File: src/rtl/accel_fmt_pkg.sv
// accel_fmt_pkg: shared constants, FSM state type and the hex helper for the
// accelerometer ASCII line formatter.
package accel_fmt_pkg;

  localparam int SAMPLE_W = 48;

  localparam logic [7:0] CH_X     = 8'h58;
  localparam logic [7:0] CH_Y     = 8'h59;
  localparam logic [7:0] CH_Z     = 8'h5A;
  localparam logic [7:0] CH_EQ    = 8'h3D;
  localparam logic [7:0] CH_COMMA = 8'h2C;
  localparam logic [7:0] CH_STAR  = 8'h2A;
  localparam logic [7:0] CH_CR    = 8'h0D;
  localparam logic [7:0] CH_LF    = 8'h0A;

  typedef enum logic [2:0] {IDLE, EMIT, ACK, DRAIN, GAP} fmt_state_e;

  // Uppercase ASCII hex digit: 0-9 -> '0'..'9', A-F -> 'A'..'F'.
  function automatic logic [7:0] hex_ascii(input logic [3:0] n);
    return (n < 4'd10) ? (8'h30 + {4'h0, n}) : (8'h37 + {4'h0, n});
  endfunction

endpackage

File: src/rtl/accel_sample_buf.sv
// accel_sample_buf: two-entry sample buffer. PEND takes new samples over the
// valid/ready handshake; a pop moves PEND into ACTIVE, which the formatter
// reads for the whole line.
module accel_sample_buf
  import accel_fmt_pkg::*;
(
  input  logic                clk,
  input  logic                rst_n,
  input  logic                i_valid,
  output logic                o_ready,
  input  logic [SAMPLE_W-1:0] i_data,
  input  logic                i_pop,
  output logic                o_pend_full,
  output logic [SAMPLE_W-1:0] o_active
);

  logic                r_pend_full;
  logic [SAMPLE_W-1:0] r_pend;
  logic [SAMPLE_W-1:0] r_active;
  logic                w_accept;

  assign o_ready     = !r_pend_full;
  assign w_accept    = i_valid && o_ready;
  assign o_pend_full = r_pend_full;
  assign o_active    = r_active;

  // PEND capture and PEND->ACTIVE move; an accept alongside a pop keeps PEND full.
  always_ff @(posedge clk or negedge rst_n) begin
    if (!rst_n) begin
      r_pend_full <= 1'b0;
      r_pend      <= '0;
      r_active    <= '0;
    end else begin
      if (i_pop)    r_active <= r_pend;
      if (w_accept) r_pend   <= i_data;
      r_pend_full <= w_accept || (r_pend_full && !i_pop);
    end
  end

endmodule

File: src/rtl/accel_frame_fmt.sv
// accel_frame_fmt: turns 6-byte accelerometer samples into the ASCII line
// "X=HHHH,Y=HHHH,Z=HHHH" + terminator and feeds it byte by byte to uart_tx.
// Optional: define ACCEL_FRAME_CSUM_EN to append "*HH" (XOR of chars 0..19)
// before the terminator.
module accel_frame_fmt
  import accel_fmt_pkg::*;
#(
  parameter int GAP_CYCLES = 0,
  parameter int CRLF       = 1
) (
  input  logic                clk,
  input  logic                rst_n,
  input  logic                s_valid,
  output logic                s_ready,
  input  logic [SAMPLE_W-1:0] s_data,
  output logic                tx_start,
  output logic [7:0]          tx_data,
  input  logic                tx_busy,
  output logic                frame_active,
  output logic [15:0]         frames_sent
);

`ifdef ACCEL_FRAME_CSUM_EN
  localparam int TERM_K = 23;
`else
  localparam int TERM_K = 20;
`endif
  localparam logic [5:0]  LAST_K   = 6'(TERM_K + ((CRLF != 0) ? 1 : 0));
  localparam logic [15:0] GAP_LAST = 16'(GAP_CYCLES - 1);

  fmt_state_e          r_state;
  logic [5:0]          r_k;
  logic                r_tx_start;
  logic [7:0]          r_tx_data;
  logic [15:0]         r_frames;
  logic [15:0]         r_gap_cnt;
`ifdef ACCEL_FRAME_CSUM_EN
  logic [7:0]          r_csum;
`endif
  logic                w_pop;
  logic                w_pend_full;
  logic [SAMPLE_W-1:0] w_act;
  logic [7:0]          w_char;

  // ACTIVE is only reloaded on leaving IDLE, so it is stable for a whole line.
  assign w_pop = (r_state == IDLE) && w_pend_full;

  accel_sample_buf u_buf (
    .clk         (clk),
    .rst_n       (rst_n),
    .i_valid     (s_valid),
    .o_ready     (s_ready),
    .i_data      (s_data),
    .i_pop       (w_pop),
    .o_pend_full (w_pend_full),
    .o_active    (w_act)
  );

  // Character for index k; anything past the payload is the terminator.
  always_comb begin
    w_char = CH_LF;
    case (r_k)
      6'd0:                w_char = CH_X;
      6'd1, 6'd8, 6'd15:   w_char = CH_EQ;
      6'd2:                w_char = hex_ascii(w_act[15:12]);
      6'd3:                w_char = hex_ascii(w_act[11:8]);
      6'd4:                w_char = hex_ascii(w_act[7:4]);
      6'd5:                w_char = hex_ascii(w_act[3:0]);
      6'd6, 6'd13:         w_char = CH_COMMA;
      6'd7:                w_char = CH_Y;
      6'd9:                w_char = hex_ascii(w_act[31:28]);
      6'd10:               w_char = hex_ascii(w_act[27:24]);
      6'd11:               w_char = hex_ascii(w_act[23:20]);
      6'd12:               w_char = hex_ascii(w_act[19:16]);
      6'd14:               w_char = CH_Z;
      6'd16:               w_char = hex_ascii(w_act[47:44]);
      6'd17:               w_char = hex_ascii(w_act[43:40]);
      6'd18:               w_char = hex_ascii(w_act[39:36]);
      6'd19:               w_char = hex_ascii(w_act[35:32]);
`ifdef ACCEL_FRAME_CSUM_EN
      6'd20:               w_char = CH_STAR;
      6'd21:               w_char = hex_ascii(r_csum[7:4]);
      6'd22:               w_char = hex_ascii(r_csum[3:0]);
`endif
      default:             w_char = ((CRLF != 0) && (r_k == 6'(TERM_K))) ? CH_CR : CH_LF;
    endcase
  end

  // Line sequencer: one pulse per char, each pulse waits for busy to rise then fall.
  always_ff @(posedge clk or negedge rst_n) begin
    if (!rst_n) begin
      r_state    <= IDLE;
      r_k        <= '0;
      r_tx_start <= 1'b0;
      r_tx_data  <= '0;
      r_frames   <= '0;
      r_gap_cnt  <= '0;
`ifdef ACCEL_FRAME_CSUM_EN
      r_csum     <= '0;
`endif
    end else begin
      r_tx_start <= 1'b0;
      case (r_state)
        IDLE: if (w_pend_full) begin
          r_k     <= '0;
`ifdef ACCEL_FRAME_CSUM_EN
          r_csum  <= '0;
`endif
          r_state <= EMIT;
        end
        EMIT: if (!tx_busy) begin
          r_tx_start <= 1'b1;
          r_tx_data  <= w_char;
`ifdef ACCEL_FRAME_CSUM_EN
          if (r_k < 6'd20) r_csum <= r_csum ^ w_char;
`endif
          r_state    <= ACK;
        end
        ACK: if (tx_busy) r_state <= DRAIN;
        DRAIN: if (!tx_busy) begin
          if (r_k == LAST_K) begin
            r_frames  <= r_frames + 16'd1;
            r_gap_cnt <= '0;
            r_state   <= (GAP_CYCLES > 0) ? GAP : IDLE;
          end else begin
            r_k     <= r_k + 6'd1;
            r_state <= EMIT;
          end
        end
        GAP: begin
          if (r_gap_cnt == GAP_LAST) r_state   <= IDLE;
          else                       r_gap_cnt <= r_gap_cnt + 16'd1;
        end
        default: r_state <= IDLE;
      endcase
    end
  end

  assign tx_start     = r_tx_start;
  assign tx_data      = r_tx_data;
  assign frames_sent  = r_frames;
  assign frame_active = (r_state == EMIT) || (r_state == ACK) || (r_state == DRAIN);

endmodule
File: config.mk
export PLATFORM = sky130hd
export DESIGN_NAME = accel_frame_fmt
export DESIGN_NICKNAME = d
export VERILOG_FILES = /design/src/rtl/accel_fmt_pkg.sv /design/src/rtl/accel_sample_buf.sv /design/src/rtl/accel_frame_fmt.sv
export SDC_FILE = /design/constraint.sdc
export NUM_CORES = 1
export LEC_CHECK = 0
export CAP_MARGIN = 15
export CORE_AREA = 8 8 123 125
export DETAILED_ROUTE_END_ITERATION = 16
export DIE_AREA = 0 0 131 133
export HOLD_SLACK_MARGIN = 0.1
export PLACE_DENSITY = 0.87
export SLEW_MARGIN = 20
export SYNTH_ARGS = -nofsm -noshare
export SYNTH_HDL_FRONTEND = slang
export SYNTH_SLANG_ARGS = --single-unit
File: constraint.sdc
create_clock -name clk -period 3.9 [get_ports clk]
set_input_delay 0.39 -clock clk [delete_from_list [all_inputs] [get_ports clk]]
set_output_delay 0.39 -clock clk [all_outputs]
set_load 0.005 [all_outputs]
## Word level (Yosys, flattened, before mapping)

Cells that the tools add are included.

| word-level totals | value |
|---|---|
| flip-flop bits (word level) | 147 |
| output and inout port bits | 27 |
| word-level logic and storage cells | 133 |

| cells by class | value |
|---|---|
| $add $sub $neg | 27 |
| order comparisons | 12 |
| equal/unequal tests | 34 |
| muxes and demuxes | 31 |
| bitwise operators | 1 |
| reductions and logical operators | 19 |

Operators with widths:

| cell | number |
|---|---|
| adder 6 x 4 -> 7 bit, first input constant | 24 |
| one-hot mux 7 bit (17 select lines) | 1 |
| two-way mux 7 bit | 12 |
| == test 6 x 4 -> 1 bit, second input constant | 8 |
| less-than comparator 4 bit, second input constant | 12 |
| two-way mux 16 bit | 3 |
| == test 6 x 5 -> 1 bit, second input constant | 6 |
| adder 16 x 1 -> 16 bit, second input constant | 2 |
| one-hot mux 16 bit (2 select lines) | 1 |
| == test 6 x 3 -> 1 bit, second input constant | 4 |
| two-way mux 3 bit | 6 |
| two-way mux 6 bit | 3 |
| == test 16 bit, second input constant | 1 |
| one-hot mux 3 bit (5 select lines) | 1 |
| != test 2 bit, second input constant | 7 |
| == test 6 x 2 -> 1 bit, second input constant | 2 |
| one-hot mux 6 bit (2 select lines) | 1 |
| AND reduction 4 bit | 2 |
| adder 6 x 1 -> 6 bit, second input constant | 1 |
| == test 3 x 2 -> 1 bit, second input constant | 2 |
| == test 6 x 1 -> 1 bit, second input constant | 1 |
| logical NOT 6 bit | 1 |
| AND reduction 5 bit | 1 |
| nonzero test 2 bit | 2 |
| 13 further kinds | 20 |

## Longest topological paths before layout

| depth | value |
|---|---|
| depth in word-level cells | 5 |
| depth in mapped cells | 9 |
| mapped depth without buffers | 8 |

## Modules after synthesis

Synthesis repeated with hierarchy kept, for this count alone.

| unflattened totals | value |
|---|---|
| cell total of the unflattened synthesis | 637 |
| area total of the unflattened synthesis | 7140.6 um^2 |

Modules (own cells, without submodules):

| module | instances | cells each | area each (um^2) | sequential area each (um^2) |
|---|---|---|---|---|
| accel_sample_buf | 1 | 206 | 3649.8 | 2427.3 |
| accel_frame_fmt | 1 | 431 | 3490.8 | 800.8 |

## Least setup slack after synthesis

OpenSTA, ideal clock, no wires.

| path | value |
|---|---|
| kind | register to register |
| start | register r_k[1] |
| end | register r_frames[1], in the netlist frames_sent[1] |
| arrival | 1814 ps |
| data required time | 3775 ps |
| slack | 1962 ps |
| cell stages (with the launch flop) | 9 |
| path buffers | 2 |
| path through | dfrtp_1 > inv_1 > ha_1 > buf_4 > and3b_1 > clkbuf_1 > nand2_1 > nor2_1 > mux2_2 |

| on the way | value |
|---|---|
| word-level cells in the longest chain between the ends | 2 |

Ends and longest elaborated chain:

| what | line | RTL |
|---|---|---|
| start, declared | accel_frame_fmt.sv:32 | `logic [5:0] r_k;` |
| start signal, assigned | accel_frame_fmt.sv:126 | `r_k <= r_k + 6'd1;` |
| == test 6 x 5 -> 1 bit | accel_frame_fmt.sv:121 | `if (r_k == LAST_K) begin` |
| AND reduction 3 bit (no line) | -- |  |
| end signal, assigned | accel_frame_fmt.sv:122 | `r_frames <= r_frames + 16'd1;` |
| end, declared | accel_frame_fmt.sv:35 | `logic [15:0] r_frames;` |

Every way passes these cells.
A chain may end at the register's enable or synchronous reset.

## Final worst setup path

| path | value |
|---|---|
| start | register r_k[3] |
| end | register r_tx_data[1], in the netlist tx_data[1] |

| on the way | value |
|---|---|
| word-level cells in the longest chain between the ends | 3 |
| elaborated cells on any way between the ends | 25 |
| classes of those cells | eq/ne: 20; mux: 2; reduce/logical: 3 |

Ends and longest elaborated chain:

| what | line | RTL |
|---|---|---|
| == test 6 x 1 -> 1 bit, or another cell as far along | accel_frame_fmt.sv:62 | `case (r_k)` |
| OR reduction 3 bit, or another cell as far along | accel_frame_fmt.sv:62 |  |
| one-hot mux 7 bit (17 select lines) (*) | accel_frame_fmt.sv:62 |  |
| end signal, assigned | accel_frame_fmt.sv:113 | `r_tx_data <= w_char;` |
| end, declared | accel_frame_fmt.sv:34 | `logic [7:0] r_tx_data;` |

Mark *: on every way between the ends. The rest lies on a longest branch, timed or not.

==> flow_summary.ini <==
[outcome]
status = finished clean

[finish]
utilization_pct = 65.87
instances_no_fill = 907
final_cell_area_um2 = 8620
drive_gt1_share_pct = 20.25
syn2layout_area_growth_pct = 20.65
num_antenna_cells = 0
nets = 792

[synthesis]
synth_area_leaders = dfrtp_1, mux2_2, ha_1, xnor2_1, nand2_1
synth_cell_types = 68
synth_cells = 648
synth_top_family_by_area = multiplexers
synth_compound_area_share_pct = 12.24
synth_area_um2 = 7144
yosysTopAreaCellShare_pct = 45.18
synthMuxAreaShare_pct = 16.04
async_reset_ff_share_pct = 100.0
synth_edf_count = 0
synthSimpleGateAreaFrac_pct = 14.29
ys_seq_area_share_pct = 45.18
yosys.area_share.adder_pct = 3.853
synth_most_common_cell = dfrtp_1
yosys-top-cells-count = dfrtp_1, mux2_2, nand2_1
synth_xor_xnor_area_share_pct = 3.800
syn_nets = 722
synth_warnings = 0
synth_area_per_cell_um2 = 11.03
synthFlopType = dfrtp_1
yosys_register_bits = 129
yosysTopAreaCell = dfrtp_1

[cts]
htreeDepth = 4
cts_buffers = 17
cts_tree = yes
clk_path_buf_depth = 2
cts_setup_buffers = 0
path_clk_slew_ns = 0.05
post_cts_resized = 0
clkLatencyLatePin_ns = 0.43
cts_root_buffer = clkbuf_16
clock_sinks = 129

[timing]
rsz0062_at_grt = no
fin_crit_ns = 2.587
fin_crit_sh_pct = 66.34
hold_viol_final = 0
fmax_ghz = 0.3865
max_slew_margin_pct = 36.90
fin_skew_ns = 0.01132
setup-violations-final = 0
fin_ws_ns = 1.313
worst_pin_slew_ns = 0.9465
tns_ns = 0
maxSlewViolCount = 0

[critical_path]
path_buf_inv = 0
setup.worst_path.start_class = register
cp-end-kind = register
critPathLaunch = r_k[3]$_DFFE_PN0P_
r2r_end = tx_data[1]$_DFFE_PN0P_
arrival_ns = 2.88
required_ns = 4.20
timing.critical_path.to = tx_data[1]$_DFFE_PN0P_
path_depth = 5
crit_path_max_fanout = 26
r2r_cells = 5
rr_startpoint = r_k[3]$_DFFE_PN0P_
rrSetupSlack_ns = 1.31
slowest_stage = dfrtp_1
crit_type = register to register
slowest_delay_ns = 0.93
critPathTopFamily = simple AND/OR/NAND/NOR gates
cp_cell_sequence = nor4b_4 -> nand2_1 -> o221a_2 -> a311oi_1 -> a21oi_1

[floorplanning]
ios = 79
die_area_um2 = 17420
die_w_um = 131
start_util_pct = 54.60
core_um2 = 13090
fp-row-count = 42
die_h_um = 133

[global_route]
antenna_found_initial = 0
grt_first_pass_wirelength_um = 29010
grt_pass1_vias = 5559
overflow = 0
grt_usage_pct = 21.53
grt_start_max_net_pins = 130

[route]
drc = 0
vias = 5409
vias_per_cell = 5.964
first_pass_iters = 5
drt_iter0_markers = 363
wl_per_cell_um = 20.07
drt_wl_total_um = 18210
drtAntennaViolNets = 0

[power_and_ir_drop]
power_density_nw_per_um2 = 816.4
p_switching_uw = 2637
p_int_uw = 4400
p_seq_share_pct = 36.9
combPwrFrac_pct = 39.6
p_leak_uw = 0.003644
ir_worst_vdd_mv = 0.4935
clkPwrFrac_pct = 23.5
sw_frac_of_total_pct = 37.48

[placed_design]
place_inst = 874
gp_congestion = 1.013
post_dp_cell_area_um2 = 7993
dp_slack_ns = 1.304
portBuffers = 77
hpwl_um = 13300

[hold_path]
hold_depth = 1
hp-class = register to register

[flow_run]
cap_viol_max_count = 0
-- power by group through the flow --
stage	sequential, uW	clock (uW)	combinational (uW)
6_report	2600	1660	2780
3_5_place_dp	2600	0	2750
5_1_grt	2700	1740	3010
3_3_place_gp	2530	0	2670
2_1_floorplan	2310	0	2160
4_1_cts	2590	1680	2790
-- registers in the layout, summed over array words and instances (netlist names) --
signal             cells
u_buf.o_pend_full      1
tx_data                7
r_state                2
frames_sent           16
tx_start               1
u_buf.o_active        48
u_buf.r_pend          48
r_k                    6
-- cell usage in the layout (no fill, tap or decap), types with 3 or more instances in the layout --
cell type,synthesis,routed
a21boi_0,8,8
xnor2_1,25,25
bufinv_16,0,4
nand4b_1,6,6
nor2_1,29,29
mux2_2,100,100
a21o_1,5,5
nand2b_1,4,4
xor2_1,6,6
nor4_1,4,4
nor2b_1,16,15
o21ai_0,25,25
nand2_1,44,43
a31oi_1,4,4
o211ai_1,9,9
o2111ai_1,10,10
nand4_1,11,11
clkdlybuf4s50_1,0,76
and2_1,3,3
a21oi_1,21,21
dfrtp_1,129,129
a32oi_1,4,4
a311oi_1,4,4
and4b_1,13,13
and3_1,3,3
nor3_1,3,3
ha_1,22,22
inv_1,37,37
o21a_1,4,4
clkbuf_1,11,3
clkinv_2,0,5
nand3_1,15,15
buf_4,7,3
clkbuf_16,0,17
o22ai_1,13,13
-- metal layers --
metal	vias up	share of wire, %	wire length, um	global-route usage [%]
met1	2679	42	7557	25.98
met3	34	5.9	1075	4.942
li1	2510	-	-	-
met5	-	0	0	0
met2	186	50	9037	35.85
met4	0	2.9	535	8.934
-- per-stage QoR --
step	power, uW	hold WS (ns)
after global placement	5198	0.4568
after CTS	7062	0.4677
after detailed placement	5350	0.4565
final	7037	0.4646
after global routing	7453	0.5003
after floorplan	4467	0.09441
-- what timing repair did --
item / CTS / global route
setup endpoints to repair: 0 / 0
hold buffers: 1 / 0
endpoints found under the hold margin: 7 / 0
-- layout make-up --
class	count	area, um^2
Tap cell	176	220.2
Timing Repair Buffer	81	813.3
Fill cell	1008	4466
Inverter	37	138.9
Clock buffer	21	450.4
Clock inverter	11	161.4
Multi-Input combinational cell	452	3607
Sequential cell	129	3228
-- kinds of logic (layout without fill, tap and decap cells) --
family | after synthesis | in the layout
AO/OA/AOI/OAI | 127 | 127
XOR/XNOR | 31 | 31
adder cells (fa/ha/maj) | 22 | 22
buffers and inverters | 67 | 150
flip-flops | 129 | 129
multiplexers | 102 | 102
other | 1 | 1
AND/OR/NAND/NOR | 169 | 169
-- worst min-delay path by stage --
stage | start | end | slack (ns)
floorplan | rst_n | frames_sent[0]$_DFFE_PN0P_ | 0.09
global placement | frames_sent[15]$_DFFE_PN0P_ | frames_sent[15]$_DFFE_PN0P_ | 0.46
detailed placement | frames_sent[15]$_DFFE_PN0P_ | frames_sent[15]$_DFFE_PN0P_ | 0.46
CTS | frames_sent[15]$_DFFE_PN0P_ | frames_sent[15]$_DFFE_PN0P_ | 0.47
global route | frames_sent[15]$_DFFE_PN0P_ | frames_sent[15]$_DFFE_PN0P_ | 0.50
finish | frames_sent[15]$_DFFE_PN0P_ | frames_sent[15]$_DFFE_PN0P_ | 0.46
Power figures use the tool's default switching activity.
